==> src/rtl/fp_operand_collector.sv <==
// Byte-to-operand collector feeding the FP32 add/sub datapath.
// Optional inter-byte timeout: define FP_COLLECT_TIMEOUT_EN.
module fp_operand_collector #(
  parameter int MSB_FIRST      = 1,
  parameter int TIMEOUT_CYCLES = 255
) (
  input  logic        clk,
  input  logic        rst_n,
  input  logic        abort,
  input  logic [7:0]  in_data,
  input  logic        in_valid,
  output logic        in_ready,
  input  logic        opcode_in,
  output logic [31:0] op_a,
  output logic [31:0] op_b,
  output logic        op_sub,
  output logic        op_valid,
  input  logic        op_ready,
  output logic [2:0]  byte_cnt,
  output logic [1:0]  state_out,
  output logic        timeout_err
);

  typedef enum logic [1:0] {
    IDLE   = 2'b00,
    LOAD_A = 2'b01,
    LOAD_B = 2'b10,
    HOLD   = 2'b11
  } state_t;

  if (TIMEOUT_CYCLES < 1 || TIMEOUT_CYCLES > 65535) begin : g_bad_timeout
    $error("TIMEOUT_CYCLES must be in 1..65535");
  end

  state_t      state_q, state_d;
  logic [31:0] op_a_q, op_a_d;
  logic [31:0] op_b_q, op_b_d;
  logic        op_sub_q, op_sub_d;
  logic [2:0]  byte_cnt_q, byte_cnt_d;
  logic        rdy_en_q, rdy_en_d;
  logic        accept;
  logic [1:0]  lane;

`ifdef FP_COLLECT_TIMEOUT_EN
  localparam logic [15:0] TO_LAST = 16'(TIMEOUT_CYCLES - 1);
  logic [15:0] idle_q, idle_d;
  logic        timeout_err_q, timeout_err_d;
`endif

  // ready only comes up one edge after reset release
  assign rdy_en_d  = 1'b1;
  assign in_ready  = rdy_en_q && (state_q != HOLD);
  assign accept    = in_valid && in_ready;
  assign lane      = (MSB_FIRST != 0) ? ~byte_cnt_q[1:0]
                                      : byte_cnt_q[1:0];
  assign op_a      = op_a_q;
  assign op_b      = op_b_q;
  assign op_sub    = op_sub_q;
  assign op_valid  = (state_q == HOLD);
  assign byte_cnt  = byte_cnt_q;
  assign state_out = state_q;

  // next-state, byte placement and timeout logic
  always_comb begin
    state_d    = state_q;
    op_a_d     = op_a_q;
    op_b_d     = op_b_q;
    op_sub_d   = op_sub_q;
    byte_cnt_d = byte_cnt_q;
`ifdef FP_COLLECT_TIMEOUT_EN
    idle_d        = '0;
    timeout_err_d = 1'b0;
`endif
    if (abort) begin
      state_d    = IDLE;
      byte_cnt_d = '0;
    end else begin
      unique case (state_q)
        IDLE: begin
          if (accept) begin
            op_a_d[{lane, 3'b000} +: 8] = in_data;
            op_sub_d   = opcode_in;
            byte_cnt_d = 3'd1;
            state_d    = LOAD_A;
          end
        end
        LOAD_A: begin
          if (accept) begin
            op_a_d[{lane, 3'b000} +: 8] = in_data;
            byte_cnt_d = byte_cnt_q + 3'd1;
            if (byte_cnt_q == 3'd3) state_d = LOAD_B;
          end
        end
        LOAD_B: begin
          if (accept) begin
            op_b_d[{lane, 3'b000} +: 8] = in_data;
            if (byte_cnt_q == 3'd7) begin
              byte_cnt_d = '0;
              state_d    = HOLD;
            end else begin
              byte_cnt_d = byte_cnt_q + 3'd1;
            end
          end
        end
        HOLD: begin
          if (op_ready) state_d = IDLE;
        end
        default: state_d = IDLE;
      endcase
`ifdef FP_COLLECT_TIMEOUT_EN
      if ((state_q == LOAD_A || state_q == LOAD_B) && !accept) begin
        if (idle_q == TO_LAST) begin
          state_d       = IDLE;
          byte_cnt_d    = '0;
          timeout_err_d = 1'b1;
        end else begin
          idle_d = idle_q + 16'd1;
        end
      end
`endif
    end
  end

  // main state registers
  always_ff @(posedge clk or negedge rst_n) begin
    if (!rst_n) begin
      state_q    <= IDLE;
      op_a_q     <= '0;
      op_b_q     <= '0;
      op_sub_q   <= 1'b0;
      byte_cnt_q <= '0;
      rdy_en_q   <= 1'b0;
    end else begin
      state_q    <= state_d;
      op_a_q     <= op_a_d;
      op_b_q     <= op_b_d;
      op_sub_q   <= op_sub_d;
      byte_cnt_q <= byte_cnt_d;
      rdy_en_q   <= rdy_en_d;
    end
  end

`ifdef FP_COLLECT_TIMEOUT_EN
  // idle counter and one-cycle timeout pulse
  always_ff @(posedge clk or negedge rst_n) begin
    if (!rst_n) begin
      idle_q        <= '0;
      timeout_err_q <= 1'b0;
    end else begin
      idle_q        <= idle_d;
      timeout_err_q <= timeout_err_d;
    end
  end

  assign timeout_err = timeout_err_q;
`else
  assign timeout_err = 1'b0;
`endif

endmodule
==> config.mk <==
export PLATFORM = sky130hd
export DESIGN_NAME = fp_operand_collector
export DESIGN_NICKNAME = d
export VERILOG_FILES = /design/src/rtl/fp_operand_collector.sv
export SDC_FILE = /design/constraint.sdc
export NUM_CORES = 1
export LEC_CHECK = 0
export CELL_PAD_IN_SITES_DETAIL_PLACEMENT = 1
export CELL_PAD_IN_SITES_GLOBAL_PLACEMENT = 1
export CORE_ASPECT_RATIO = 0.8
export CORE_MARGIN = 3
export CORE_UTILIZATION = 41
export DETAILED_ROUTE_END_ITERATION = 8
export GPL_ROUTABILITY_DRIVEN = 0
export PLACE_DENSITY_LB_ADDON = 0.3
export SLEW_MARGIN = 20
export SYNTH_ARGS = -nofsm -noshare
export SYNTH_HDL_FRONTEND = slang
export SYNTH_SLANG_ARGS = --single-unit
==> constraint.sdc <==
create_clock -name clk -period 3.7 [get_ports clk]
set_input_delay 0.74 -clock clk [delete_from_list [all_inputs] [get_ports clk]]
set_output_delay 0.74 -clock clk [all_outputs]
set_load 0.05 [all_outputs]
**Yosys cells after proc, flatten, opt, wreduce, memory -nomap -nowiden**

Index checks and enable logic that the tools add are counted.

- Equal/unequal tests: 12
- $add $sub $neg: 2
- Multiplexer cells: 16
- Shift operators: 2
- Bitwise gates (word level): 2
- Reduce and logical (&&, ||, !) cells: 10

Operator list:

| kind | count |
|---|---|
| $bwmux W32 | 2 |
| $shift A8 B7 Y32 const A | 1 |
| $shiftx A8 B7 Y32 | 1 |
| $mux W3 | 5 |
| $ne A3 B3 Y1 const B | 5 |
| $mux W2 | 7 |
| $pmux W3 S3 | 1 |
| $reduce_and A3 Y1 | 3 |
| $pmux W2 S4 | 1 |
| $neg A5 Y7 | 1 |
| $reduce_and A6 Y1 | 1 |
| $eq A2 B2 Y1 const B | 2 |
| $reduce_and A4 Y1 | 1 |
| $reduce_bool A4 Y1 | 1 |
| $add A3 B1 Y3 const B | 1 |
| $eq A3 B2 Y1 const B | 1 |
| $eq A3 B3 Y1 const B | 1 |
| $ne A3 B2 Y1 const B | 1 |
| $eq A2 B1 Y1 const B | 1 |
| $logic_and A1 B1 Y1 | 2 |
| $logic_not A2 Y1 | 1 |
| $ne A2 B2 Y1 const B | 1 |
| $not A2 Y2 | 1 |
| $reduce_or A2 Y1 | 1 |
| $not A1 Y1 | 1 |

- Word-level logic and storage cells: 50
- Input bits: 14
- Flip-flop bits (word level): 71

**Logic depth before layout (Yosys ltp)**

- Depth in word-level cells: 6
- Gate-level depth with buffers: 6
- Gate-level depth less buffers: 5

**Least setup slack after synthesis**

Ideal clock, no wire load.

- Path kind: reg-to-output
- From: register state_q[0] (netlist: state_out[0])
- To: output port in_ready
- Setup slack: 1.088 ns
- Stages on the path, launching flop included: 3
- Required time: 2.960 ns
- Buffers on the path: 0
- Arrival: 1.872 ns
- Cell sequence: dfrtp_1 > ha_1 > nor2b_1

- Word-level cells in the longest chain between the ends: 2

Ends and longest elaborated chain:

| element | RTL line | RTL |
|---|---|---|
| start, declared | 35 | `state_t state_q, state_d;` |
| start signal, assigned | 134 | `state_q <= state_d;` |
| $ne A2 B2 Y1 | 52 | `assign in_ready = rdy_en_q && (state_q != HOLD);` |
| $logic_and A1 B1 Y1 | 52 |  |
| end, declared | 12 | `output logic in_ready,` |

No other way between the ends.

**Worst setup path after layout**

Ends and elaborated chain as after synthesis.

==> summary.md <==
| Metric | Value |
|---|---|
| 1st-pass router iterations | 4 |
| TritonCTS Buffers | 9 |
| Synth top area share | 0.5401 |
| Synthesized cell area | 0.003289 mm^2 |
| Synth Register Bits | 71 |
| Setup WS pre-CTS | 0.9207 ns |
| Worst-path maximum fanout | 6 |
| Startpoint types | flop |
| Hold slack | 0.5107 ns |
| Max Clock Freq | 365.1 MHz |
| WL per Instance | 18.43 um |
| TNS Setup | 0 ns |
| DRC Markers | 0 |
| Post-detail-place hpwl | 6091 um |
| Leak | 2.172 nW |
| Switching pwr | 0.001351 W |
| R2R depth | 5 |
| Critical Path RT | 2.96 ns |
| Vias/cell | 4.979 |
| Final setup margin | 0.9610 ns |
| Starting Density | 0.4327 |
| CTS Buffer Depth | 2 |
| Die Y | 86.12 um |
| P per Cell Area | 711.8 mW/mm^2 |
| Std-Cell Rows | 28 |
| CTS Hold Bufs | 0 |
| Synth area leaders | dfrtp_1, mux2_2, mux2i_1, ha_1, inv_1 |
| First-pass GRT wire length | 14280 um |
| CTS tree | built |
| Vias in the first global route | 2634 |
| Sequential Power Share | 0.334 |
| GRT Residual Overflow | 0 |
| Ys Warns | 0 |
| Die W | 106.1 um |
| Clock share of power | 0.221 |
| DIE AREA | 0.009141 mm^2 |
| H-tree levels | 3 |
| Worst-skew pair later-pin latency | 0.35 ns |
| Post-synthesis sequential area ratio | 0.5401 |
| Largest net degree at the start of global routing | 72 |
| Number of fill cells | 802 |
| Clock skew after layout | 0.008684 ns |
| Initial antenna violation count | 0 |
| Post-CTS setup buffers | 0 |
| Max VDD drop | 478.5 uV |
| Layout cells sized above 1 | 0.1740 |
| Max-Slew Margin vs Limit | 0.3945 |
| Hold Path Class | reg2reg |
| Syn-to-layout area delta | 35.60% |
| Worst slew pin tran | 0.9082 ns |
| RSZ-0062 raised after global routing | false |
| Commonest non-fill, non-tap cell in the layout | clkdlybuf4s50_1 |
| Final period util | 0.7403 |
| Vias | 2325 |
| Crit Path Class | reg2out |
| CTS resizes | 0 |
| Final Max Tran Viols | 0 |
| Hold Vio Cnt, Final | 0 |
| Min Clock Period, post-route | 2.739 ns |
| Status | complete, no violations |
| Boundary Pins | 87 |
| PortBufs | 85 |
| Routed wire length | 8606 um |
| GRT Total Usage | 0.2039 |
| Comb power frac | 0.445 |
| CTS Root Cell | clkbuf_8 |
| Post-Synthesis Cells | 268 |
| Internal power | 0.001824 W |
| Placed Instance Area | 0.004238 mm^2 |
| Antenna cells | 0 |
| Cell area after layout | 0.004461 mm^2 |
| Average cell area after synthesis | 12.27 um^2 |
| Core footprint | 0.007602 mm^2 |
| Critical path endpoint category | output pin |
| Final setup fails | 0 |
| Commonest cells after routing, fill and taps aside | clkdlybuf4s50_1, dfrtp_1, mux2_2 |
| Synth cell types | 33 |
| Worst hold stages | 1 |
| Routed Antenna Nets | 0 |
| Clock transition at path regs | 0.08 ns |
| CP arrival | 2.00 ns |
| Detailed Route Iter0 Violations | 112 |
| Max Cap Viol | 0 |
| Mapped Nets | 293 |
| Area leader, netlist | dfrtp_1 |
| Clock tree sinks | 71 |
| Switching Fraction | 0.4255 |
| Nets | 382 |
synth_stat cells:
| cell type | number |
|---|---|
| buf_4 | 1 |
| or3_4 | 1 |
| o21ai_0 | 3 |
| nor4b_1 | 1 |
| and2_1 | 14 |
| nand3_2 | 4 |
| and3_1 | 9 |
| conb_1 | 2 |
| nor3_1 | 2 |
| ha_1 | 11 |
| mux2_2 | 37 |
| and4bb_1 | 1 |
| buf_1 | 1 |
| a311oi_1 | 1 |
| nor4_1 | 1 |
| nand2_1 | 15 |
| clkbuf_1 | 2 |
| nor2_1 | 4 |
| dfrtp_1 | 71 |
| mux2i_1 | 29 |
| nor2b_1 | 5 |
| a2111oi_4 | 1 |
| nand2b_1 | 2 |
| mux2_4 | 1 |
| a21oi_1 | 3 |
| and3b_1 | 1 |
| nand3b_1 | 1 |
| nor4bb_1 | 1 |
| o2111ai_1 | 2 |
| buf_2 | 5 |
| inv_1 | 34 |
| and4b_1 | 1 |
| or2_2 | 1 |
worst max-delay path: stages (launching register included):
cell and delay, ns:
dfrtp_1 0.44, ha_1 0.28, nor2b_1 0.13, clkdlybuf4s50_1 0.81
flip-flops by register name (all words and copies together), names as in the netlist:
signal / cells
state_out: 2
op_b: 32
byte_cnt: 3
op_sub: 1
rdy_en_q: 1
op_a: 32
layer usage:
metal / global-route usage / up-vias / share of wire
met5: 0 / - / 0
met4: 0.03529 / 0 / 0.0062
met3: 0.07750 / 6 / 0.075
met2: 0.3295 / 69 / 0.46
met1: 0.2668 / 1175 / 0.46
li1: - / 1075 / -
stage by stage:
step	instances	util	total power, W
global placement	451	0.5574	0.002457
global route	467	0.5867	0.003335
floorplan	268	-	0.001984
detailed placement	451	0.5574	0.002483
finish	467	0.5867	0.003175
CTS	467	0.5867	0.003198
cells by family after synthesis:
kind of cell,synth area share
other,0.002283
AO/OA/AOI/OAI,0.02548
flip-flops,0.5401
AND/OR/NAND/NOR,0.1187
multiplexers,0.2195
adder cells (fa/ha/maj),0.04184
buffers and inverters,0.05211
cell type report:
type                            instances  area [um^2]  area share
Clock buffer                           11        141.4     0.03170
Timing Repair Buffer                   87        860.8      0.1930
Tap cell                              105        131.4     0.02945
Clock inverter                          5        81.33     0.01823
Sequential cell                        71         1777      0.3983
Inverter                               34        127.6     0.02861
Multi-Input combinational cell        154         1341      0.3007
power by group through the flow:
stage	clock, W	combinational (W)	sequential [W]
2_1_floorplan	0	0.000343	0.00164
4_1_cts	0.000711	0.00142	0.00106
6_report	0.000701	0.00141	0.00106
5_1_grt	0.000750	0.00150	0.00109
3_3_place_gp	0	0.00139	0.00107
3_5_place_dp	0	0.00141	0.00107
path summary, 6_finish.rpt:
| kind | start | endpoint | slack (ns) |
|---|---|---|---|
| worst max-delay path | state_out[0] | in_ready | 0.96 |
| worst min-delay path | op_b[14] | op_b[14] | 0.51 |
| worst max register to register | byte_cnt[0] | op_a[8] | 1.51 |
| worst min register to register | op_b[14] | op_b[14] | 0.51 |
| max in group asynchronous | rst_n | byte_cnt[1] | 2.50 |
| min in group asynchronous | rst_n | op_a[8] | 0.59 |
Power figures use the tool's default switching activity.
